`src/rtl/qar_gpio_seq_pkg.sv`:
```
// Shared definitions for the GPIO block and the GPIO step sequencer:
// register word offsets, sequencer config map and FSM encoding.
package qar_gpio_seq_pkg;

    localparam logic [2:0] GPIO_DIR     = 3'd0;
    localparam logic [2:0] GPIO_OUT     = 3'd1;
    localparam logic [2:0] GPIO_IN      = 3'd2;
    localparam logic [2:0] GPIO_OUT_SET = 3'd3;
    localparam logic [2:0] GPIO_OUT_CLR = 3'd4;

    localparam logic [4:0] CFG_CTRL   = 5'd0;
    localparam logic [4:0] CFG_STATUS = 5'd1;
    localparam logic [4:0] CFG_SEL    = 5'd2;
    localparam logic [4:0] CFG_OP     = 5'd3;
    localparam logic [4:0] CFG_DATA   = 5'd4;
    localparam logic [4:0] CFG_DELAY  = 5'd5;
    localparam logic [4:0] CFG_LEN    = 5'd6;

    typedef enum logic [1:0] {
        S_IDLE  = 2'd0,
        S_ISSUE = 2'd1,
        S_WAIT  = 2'd2
    } seq_state_e;

    typedef enum logic [1:0] {
        TF_OP   = 2'd0,
        TF_DATA = 2'd1,
        TF_DLY  = 2'd2
    } tbl_field_e;

    // IN is read-only, so a step may only target DIR/OUT/SET/CLR
    function automatic logic op_valid(input logic [31:0] v);
        return v == 32'(GPIO_DIR)
            || v == 32'(GPIO_OUT)
            || v == 32'(GPIO_OUT_SET)
            || v == 32'(GPIO_OUT_CLR);
    endfunction

endpackage

```
`src/rtl/qar_gpio_seq_table.sv`:
```
// Step table: STEPS x {op, data, delay}, one write port,
// one async read port for config and one for the sequencer.
module qar_gpio_seq_table
    import qar_gpio_seq_pkg::*;
#(
    parameter int STEPS = 8,
    parameter int WIDTH = 32,
    parameter int IW    = $clog2(STEPS)
) (
    input  logic             clk,
    input  logic             we,
    input  tbl_field_e       wfield,
    input  logic [IW-1:0]    waddr,
    input  logic [31:0]      wdata,
    input  logic [IW-1:0]    ca_addr,
    output logic [2:0]       ca_op,
    output logic [WIDTH-1:0] ca_data,
    output logic [15:0]      ca_dly,
    input  logic [IW-1:0]    sq_addr,
    output logic [2:0]       sq_op,
    output logic [WIDTH-1:0] sq_data,
    output logic [15:0]      sq_dly
);

    logic [2:0]       op_mem   [STEPS];
    logic [WIDTH-1:0] data_mem [STEPS];
    logic [15:0]      dly_mem  [STEPS];

    // Contents survive reset so a program can be rerun after an abort
    always_ff @(posedge clk) begin
        if (we) begin
            unique case (wfield)
                TF_OP:   op_mem[waddr]   <= wdata[2:0];
                TF_DATA: data_mem[waddr] <= wdata[WIDTH-1:0];
                TF_DLY:  dly_mem[waddr]  <= wdata[15:0];
                default: ;
            endcase
        end
    end

    assign ca_op   = op_mem[ca_addr];
    assign ca_data = data_mem[ca_addr];
    assign ca_dly  = dly_mem[ca_addr];
    assign sq_op   = op_mem[sq_addr];
    assign sq_data = data_mem[sq_addr];
    assign sq_dly  = dly_mem[sq_addr];

endmodule

```
`src/rtl/qar_gpio_seq.sv`:
```
// GPIO step sequencer: replays a table of GPIO register writes
// with per-step delays through a shared, granted register port.
module qar_gpio_seq
    import qar_gpio_seq_pkg::*;
#(
    parameter int STEPS = 8,
    parameter int WIDTH = 32
) (
    input  logic        clk,
    input  logic        rst,
    input  logic        cfg_we,
    input  logic        cfg_re,
    input  logic [4:0]  cfg_addr,
    input  logic [31:0] cfg_wdata,
    output logic [31:0] cfg_rdata,
    output logic        gpio_req,
    input  logic        gpio_gnt,
    output logic        gpio_we,
    output logic [4:0]  gpio_addr,
    output logic [31:0] gpio_wdata,
    output logic        busy,
    output logic        done
);

    localparam int IW = $clog2(STEPS);
    localparam int LW = IW + 1;

    seq_state_e       state_q, state_d;
    logic [IW-1:0]    step_q, step_d;
    logic [15:0]      loop_q, loop_d;
    logic [15:0]      dcnt_q, dcnt_d;
    logic             done_q, done_d;
    logic             loop_en_q;
    logic [IW-1:0]    sel_q;
    logic [LW-1:0]    len_q;
    logic             advance;
    logic             last;

    logic             wr_ctrl, start_cmd, stop_cmd, running, issue;
    logic             tbl_we;
    tbl_field_e       tbl_field;
    logic [2:0]       ca_op, sq_op;
    logic [WIDTH-1:0] ca_data, sq_data;
    logic [15:0]      ca_dly, sq_dly;

    assign wr_ctrl   = cfg_we && (cfg_addr == CFG_CTRL);
    assign stop_cmd  = wr_ctrl && cfg_wdata[1];
    assign start_cmd = wr_ctrl && cfg_wdata[0] && !cfg_wdata[1];
    assign running   = (state_q != S_IDLE);
    assign last      = (({1'b0, step_q} + LW'(1)) == len_q);

    assign tbl_we = cfg_we && !running && (
        (cfg_addr == CFG_OP && op_valid(cfg_wdata))
        || cfg_addr == CFG_DATA
        || cfg_addr == CFG_DELAY);

    assign tbl_field = (cfg_addr == CFG_OP)   ? TF_OP :
                       (cfg_addr == CFG_DATA) ? TF_DATA : TF_DLY;

    qar_gpio_seq_table #(
        .STEPS (STEPS),
        .WIDTH (WIDTH),
        .IW    (IW)
    ) u_table (
        .clk     (clk),
        .we      (tbl_we),
        .wfield  (tbl_field),
        .waddr   (sel_q),
        .wdata   (cfg_wdata),
        .ca_addr (sel_q),
        .ca_op   (ca_op),
        .ca_data (ca_data),
        .ca_dly  (ca_dly),
        .sq_addr (step_q),
        .sq_op   (sq_op),
        .sq_data (sq_data),
        .sq_dly  (sq_dly)
    );

    always_ff @(posedge clk) begin
        if (rst) begin
            state_q   <= S_IDLE;
            step_q    <= '0;
            loop_q    <= '0;
            dcnt_q    <= '0;
            done_q    <= 1'b0;
            loop_en_q <= 1'b0;
            sel_q     <= '0;
            len_q     <= '0;
        end else begin
            state_q <= state_d;
            step_q  <= step_d;
            loop_q  <= loop_d;
            dcnt_q  <= dcnt_d;
            done_q  <= done_d;
            if (wr_ctrl)
                loop_en_q <= cfg_wdata[2];
            if (cfg_we && cfg_addr == CFG_SEL)
                sel_q <= cfg_wdata[IW-1:0];
            if (cfg_we && cfg_addr == CFG_LEN && !running
                && cfg_wdata <= 32'(STEPS))
                len_q <= cfg_wdata[LW-1:0];
        end
    end

    always_comb begin
        state_d = state_q;
        step_d  = step_q;
        loop_d  = loop_q;
        dcnt_d  = dcnt_q;
        done_d  = 1'b0;
        advance = 1'b0;
        unique case (state_q)
            S_IDLE: begin
                if (start_cmd && len_q != '0) begin
                    state_d = S_ISSUE;
                    step_d  = '0;
                    loop_d  = '0;
                end
            end
            S_ISSUE: begin
                if (gpio_gnt) begin
                    if (sq_dly != 16'd0) begin
                        state_d = S_WAIT;
                        dcnt_d  = sq_dly - 16'd1;
                    end else begin
                        advance = 1'b1;
                    end
                end
            end
            S_WAIT: begin
                if (dcnt_q == 16'd0)
                    advance = 1'b1;
                else
                    dcnt_d = dcnt_q - 16'd1;
            end
            default: state_d = S_IDLE;
        endcase
        if (advance) begin
            state_d = S_ISSUE;
            if (!last) begin
                step_d = step_q + IW'(1);
            end else if (loop_en_q) begin
                step_d = '0;
                if (loop_q != 16'hFFFF)
                    loop_d = loop_q + 16'd1;
            end else begin
                state_d = S_IDLE;
                done_d  = 1'b1;
            end
        end
        // An abort never reports completion
        if (stop_cmd) begin
            state_d = S_IDLE;
            done_d  = 1'b0;
        end
    end

    assign issue      = (state_q == S_ISSUE) && !rst;
    assign gpio_req   = issue;
    assign gpio_we    = issue && gpio_gnt && !stop_cmd;
    assign gpio_addr  = issue ? {2'b00, sq_op} : 5'd0;
    assign gpio_wdata = issue ? 32'(sq_data) : 32'd0;
    assign busy       = running && !rst;
    assign done       = done_q && !rst;

    always_comb begin
        cfg_rdata = 32'd0;
        if (cfg_re) begin
            unique case (cfg_addr)
                CFG_CTRL:   cfg_rdata = {29'd0, loop_en_q, 2'b00};
                CFG_STATUS: cfg_rdata = {loop_q, 8'h00, 4'(step_q),
                                         3'b000, busy};
                CFG_SEL:    cfg_rdata = 32'(sel_q);
                CFG_OP:     cfg_rdata = {29'd0, ca_op};
                CFG_DATA:   cfg_rdata = 32'(ca_data);
                CFG_DELAY:  cfg_rdata = {16'd0, ca_dly};
                CFG_LEN:    cfg_rdata = 32'(len_q);
                default:    cfg_rdata = 32'd0;
            endcase
        end
    end

endmodule

```
`config.mk`:
```
export PLATFORM = sky130hd
export DESIGN_NAME = qar_gpio_seq
export DESIGN_NICKNAME = d
export VERILOG_FILES = /design/src/rtl/qar_gpio_seq_pkg.sv /design/src/rtl/qar_gpio_seq_table.sv /design/src/rtl/qar_gpio_seq.sv
export SDC_FILE = /design/constraint.sdc
export NUM_CORES = 1
export LEC_CHECK = 0
export ABC_AREA = 1
export CORE_UTILIZATION = 35
export CTS_CLUSTER_SIZE = 30
export DETAILED_ROUTE_END_ITERATION = 16
export HOLD_SLACK_MARGIN = 0.15
export SYNTH_ARGS = -nofsm -noshare
export SYNTH_HDL_FRONTEND = slang
export SYNTH_SLANG_ARGS = --single-unit
```
`constraint.sdc`:
```
create_clock -name clk -period 3.6 [get_ports clk]
set_input_delay 0.54 -clock clk [delete_from_list [all_inputs] [get_ports clk]]
set_output_delay 0.54 -clock clk [all_outputs]
set_load 0.02 [all_outputs]
```
# After elaboration in Yosys (flattened, before gate mapping)
# Memory sizes are Yosys's and may differ from the RTL's. A register that Yosys moved wholly into a read port is not among the register bits.
# Cells that the tools add are included.
[totals] ramBits=408 mem_bits_ro=0 reg_bits=46 mem_count=3 latch_bits=0
[memory_table] name="u_table.data_mem" depth=8 word_bits=32 rd=2 rd_ports_with_merged_regs=2 wr=1 line="qar_gpio_seq_table.sv:26" source="logic [WIDTH-1:0] data_mem [STEPS];"
[memory_table] name="u_table.dly_mem" depth=8 word_bits=16 rd=2 rd_ports_with_merged_regs=2 wr=1 line="qar_gpio_seq_table.sv:27" source="logic [15:0] dly_mem [STEPS];"
[memory_table] name="u_table.op_mem" depth=8 word_bits=3 rd=2 rd_ports_with_merged_regs=2 wr=1 line="qar_gpio_seq_table.sv:25" source="logic [2:0] op_mem [STEPS];"
[classes] n_shift=0 n_reduce_logical=39 n_div=0 mux=51 n_lt_le_gt_ge=1 n_addsub=5 bitwise=2 mul=0 n_eq_ne=22
[ops] op="case mux 32 bit (7 select lines)" count=1
[ops] op="two-way mux 16 bit" count=9
[ops] op="two-way mux 32 bit" count=2
[ops] op="two-way mux 3 bit" count=15
[ops] op="== test 32 x 1 -> 1 bit, second input constant" count=1
[ops] op="== test 32 x 2 -> 1 bit, second input constant" count=1
[ops] op="== test 32 x 3 -> 1 bit, second input constant" count=1
[ops] op="<= comparator 32 x 4 -> 1 bit, second input constant" count=1
[ops] op="zero test 32 bit" count=1
[ops] op="case mux 16 bit (2 select lines)" count=1
[ops] op="subtractor 16 x 1 -> 16 bit, second input constant" count=2
[ops] op="logical AND 1 bit" count=17
[ops] op="adder 16 x 1 -> 16 bit, second input constant" count=1
[ops] op="zero test 16 bit" count=1
[ops] op="!= test 16 bit, second input constant" count=1
[ops] op="nonzero test 16 bit" count=1
[ops] op="== test 5 x 3 -> 1 bit, second input constant" count=3
[ops] op="two-way mux 1 bit" count=15
[ops] op="two-way mux 2 bit" count=6
[ops] op="== test 5 x 2 -> 1 bit, second input constant" count=2
[ops] op="!= test 3 bit, second input constant" count=3
[ops] op="!= test 2 bit, second input constant" count=4
[ops] op="AND reduction 4 bit" count=2
[ops] op="case mux 2 bit (3 select lines)" count=1
[ops] op="16 further kinds" count=28

# Longest topological paths before layout
[depth] ltp_word=11 mapped_depth=20 mapped_depth_nobuf=17

# By module
# Synthesis repeated with hierarchy kept, for this count alone.
[unflattened] cells_unflattened=3550 area_unflattened_um2=26260.2
[by_module_without_submodules] mod="qar_gpio_seq_table" n_inst=1 cells_each=2752 area_per_inst_um2=21994.8
[by_module_without_submodules] mod="qar_gpio_seq" n_inst=1 cells_each=798 area_per_inst_um2=4265.3

# Worst setup path after synthesis
# OpenSTA, ideal clock, no wires.
[synth_timing] kind="input port to flip-flop" from="in cfg_addr[3]" to="mem u_table.data_mem[0][0] (enable)" n_path_buf=1 setup_ns=0.421 path_slack_ns=0.305 stages=6 t_required_ns=3.179 arrival_time_ns=2.874 cell_sequence="nor2_1 -> nand2_1 -> nor2_1 -> clkbuf_1 -> nand2_1 -> nor2_1"
[synth_via] elab_chain_cells=7 elab_cells_between_ends=13
[synth_lines] element="start: declaration" line="qar_gpio_seq.sv:13" source="input logic [4:0] cfg_addr,"
[synth_lines] element="== test 5 x 3 -> 1 bit or == test 5 x 2 -> 1 bit (tied branches)"
[synth_lines] element="two-way mux 2 bit or logical AND 1 bit (tied branches)" line="qar_gpio_seq.sv:58, qar_gpio_seq.sv:53"
[synth_lines] element="two-way mux 2 bit or logical OR 1 bit (tied branches)" line="qar_gpio_seq.sv:57, qar_gpio_seq.sv:54"
[synth_lines] element="== test 2 x 1 -> 1 bit or logical OR 1 bit (tied branches)" line="qar_gpio_seq_table.sv:32, qar_gpio_seq.sv:55"
[synth_lines] element="two-way mux 1 bit or logical AND 1 bit (tied branches)" line="qar_gpio_seq_table.sv:32, qar_gpio_seq.sv:52"
[synth_lines] element="two-way mux 1 bit (*)" line="qar_gpio_seq_table.sv:31" source="if (we) begin"
[synth_lines] element="two-way mux 1 bit (not written as such) (*)" line="qar_gpio_seq_table.sv:34" source="TF_DATA: data_mem[waddr] <= wdata[WIDTH-1:0];"
[synth_lines] element="end: declaration" line="qar_gpio_seq_table.sv:26"
# Every way passes the cells marked *; elsewhere a longest branch is shown, timed or not.

==> impl_metrics.ini <==
[route]
wl_met3_um = 7200
drt_iter0_drc = 2482
top_layer = met4
drt-pass1-iter-count = 6
met2_length_um = 37100
vias_per_cell = 5.72
wire_per_inst_um = 21.7
post-route-drc-count = 0
ant_nets = 0
routed_wl_um = 81200
wl_met1_um = 34300
vias = 21400

[power_and_ir_drop]
finalPower_mw = 12.2
combPwrFrac = 0.119
p_seq_frac = 0.488
powerDensity_nw_per_um2 = 427
power_switching_mw = 3.19
p_clk_frac = 0.393
peakVddDrop_mv = 0.411
leakagePower_nw = 10.0
switching_share = 0.262
p_int_mw = 8.98

[place]
place_congestion = 0.899
dp_cells = 3644
io_buffers = 112
hpwl_um = 51800

[clock_tree]
cts.root.buffer_cell = clkbuf_16
clk_latency_ns = 0.61
postCtsHoldBufs = 0
ctsHtreeMaxLevel = 2
cts_buffers = 50
clkTransAtPathRegs_ns = 0.06
cts.sinks = 457
clock_path_buffers = 3
cts_tree = done

[yosys]
synthFlopType = edfxtp_1
syn_area_um2 = 24000
synth_edf_count = 408
async_flop_share = 0
syn_avg_cell_area_um2 = 8.78
synth_area_leaders = edfxtp_1, o21ai_0, nand2_1
seq_area_frac_synth = 0.552
syn_inst = 2729
yosys.area.top_type_share = 0.511
ys_seq_elements = 457
yosysWarnings = 0
yosysUniqueCellTypes = 40
synth_area_leader_cell = edfxtp_1

[global_route]
grt_max_degree = 69
grt_pass1_wl_um = 121000
antenna_found_initial = 1
first_global_vias = 20000
gr-total-overflow = 0
grt_usage = 0.226

[setup_path]
cp-end-kind = output pin
cp.arrival_ns = 3.00
critPathLaunchType = flop
required_ns = 3.06
worst-setup-path-type = flop to output pin
crit_fanout = 65

[floorplan]
io_pins = 115
dieWidth_um = 264
initial_utilization = 0.355
row_count = 95
coreArea_um2 = 67400
die-area_um2 = 69500
die_h_um = 264

[sta]
layout_min_cycle_time_ns = 3.54
slew_violations = 0
setup_viol = 0
tightest_slew_ns = 0.873
slew_headroom = 0.417
rsz0062_at_grt = true
skew_ns = 0.0215
period_share = 0.982
hold_violations = 0
max_freq_mhz = 283

[flow_run]
maxCapViolCount = 0

[status]
status = finished clean

[final_layout]
syn_to_final_growth_pct = 18.9
fill_cells = 6451
num-nets-final = 2887
regArea_um2 = 13200
multiInputGateArea_um2 = 8930
drive_gt1_frac = 0.0850
stdcell_count = 3747

[min_path]
hold_class = flop to flop
-- registers in the layout, indices dropped and copies added (netlist names), named ones only --
| name | flops |
|---|---|
| dcnt_q | 16 |
| sel_q | 3 |
| u_table.op_mem | 24 |
| u_table.data_mem | 256 |
| loop_q | 16 |
| u_table.dly_mem | 128 |
| done_q | 1 |
| loop_en_q | 1 |
| len_q | 4 |
| state_q | 2 |
| step_q | 3 |
-- layout make-up --
type                    instances  area share
flip-flops and latches        457       0.465
multi-input cells            1804       0.314
repair buffers                246      0.0928
clock buffers                  67      0.0477
well taps                     873      0.0384
inverters                     278      0.0372
clock inverters                20     0.00470
diodes                          2    0.000176
-- through the flow --
step	setup WS (ns)	hold WS, ns	TNS, ns	utilization	cell area, um2
6_report	0.0639	0.509	0	0.423	28500
3_3_place_gp	-0.00910	0.496	-0.0819	0.396	26700
3_5_place_dp	-0.0250	0.496	-0.240	0.396	26700
5_1_grt	-0.00698	0.557	-0.00747	0.422	28500
2_1_floorplan	0.305	0.463	0	-	24000
4_1_cts	0.0171	0.507	0	0.421	28400
-- synthesized netlist by cell type (2+ instances only) --
master	count
xor2_1	13
nor2_1	221
nor4_1	15
clkbuf_1	131
nand3_1	200
nor3_1	16
nand4_1	16
buf_2	24
or2_2	2
o21ai_1	10
a21oi_2	10
mux2i_1	3
o21ai_0	467
inv_2	7
buf_1	21
nand2_1	384
ha_1	8
clkinv_1	2
a31oi_1	38
o22ai_1	3
nor2_2	2
a21boi_0	4
a21oi_1	273
buf_4	6
edfxtp_1	408
a41oi_1	2
o211ai_1	101
buf_6	9
inv_1	268
and2_1	2
xnor2_1	6
dfxtp_1	49
-- worst max-delay path, stage by stage (launching register included) --
cell and delay [ns]:
dfxtp_4 0.44, clkinv_4 0.18, buf_16 0.25, buf_4 0.22, o21ai_0 0.29, nand3_1 0.19, nand3_1 0.13, a21oi_1 0.09
clkdlybuf4s50_1 0.59
-- cells by family after synthesis --
family | share of synthesized area
AOI/OAI and AO/OA | 0.205
and+or+nand+nor | 0.151
buffers and inverters | 0.0787
DFF | 0.552
xor gates and xnor gates | 0.00695
adders and majority gates | 0.00418
muxes | 0.00125
other | 0.000157
-- timing repair --
action / CTS / global route
buffers inserted: 7 / 5
pin swaps: 2 / 0
gates resized for setup: 14 / 16
gates cloned: 2 / 0
setup endpoints to repair: 51 / 31
-- power groups by stage --
stage / Sequential [mW] / Combinational, mW / Clock, mW
6_report: 5.94 / 1.45 / 4.79
5_1_grt: 5.95 / 1.58 / 5.04
4_1_cts: 5.93 / 1.43 / 4.85
3_5_place_dp: 6.05 / 1.41 / 0
3_3_place_gp: 6.04 / 1.39 / 0
2_1_floorplan: 6.02 / 0.840 / 0
-- cell usage in the layout (no fill, tap or decap), types with 13 or more instances in the layout --
cell             Yosys  routed
buf_4                6      95
edfxtp_1           408     408
nor2_1             221     210
buf_12               0      30
clkdlybuf4s50_1      0      95
o211ai_1           101     101
xor2_1              13      13
nor3_1              16      16
nand2_1            384     384
nand4_1             16      16
clkbuf_16            0      52
inv_1              268     266
clkbuf_1           131      15
a21oi_1            273     273
nand3_1            200     200
nor4_1              15      15
dfxtp_1             49      44
o21ai_0            467     466
a31oi_1             38      36
-- layer usage --
layer  track usage  up-vias
li1              -     9792
met1         0.315    10300
met2         0.359     1123
met3        0.0279      166
met4        0.0872        0
met5             0        -
-- path summary, 6_finish.rpt --
kind,to,from,cells past startpoint,slack [ns]
max,cfg_rdata[13],flop,8,0.06
min,dcnt_q[0],dcnt_q[0],2,0.51
max reg2reg,dcnt_q[10],step_q[1],14,0.51
min reg2reg,dcnt_q[0],dcnt_q[0],2,0.51
Note: power is estimated with default switching activity, not from simulation.
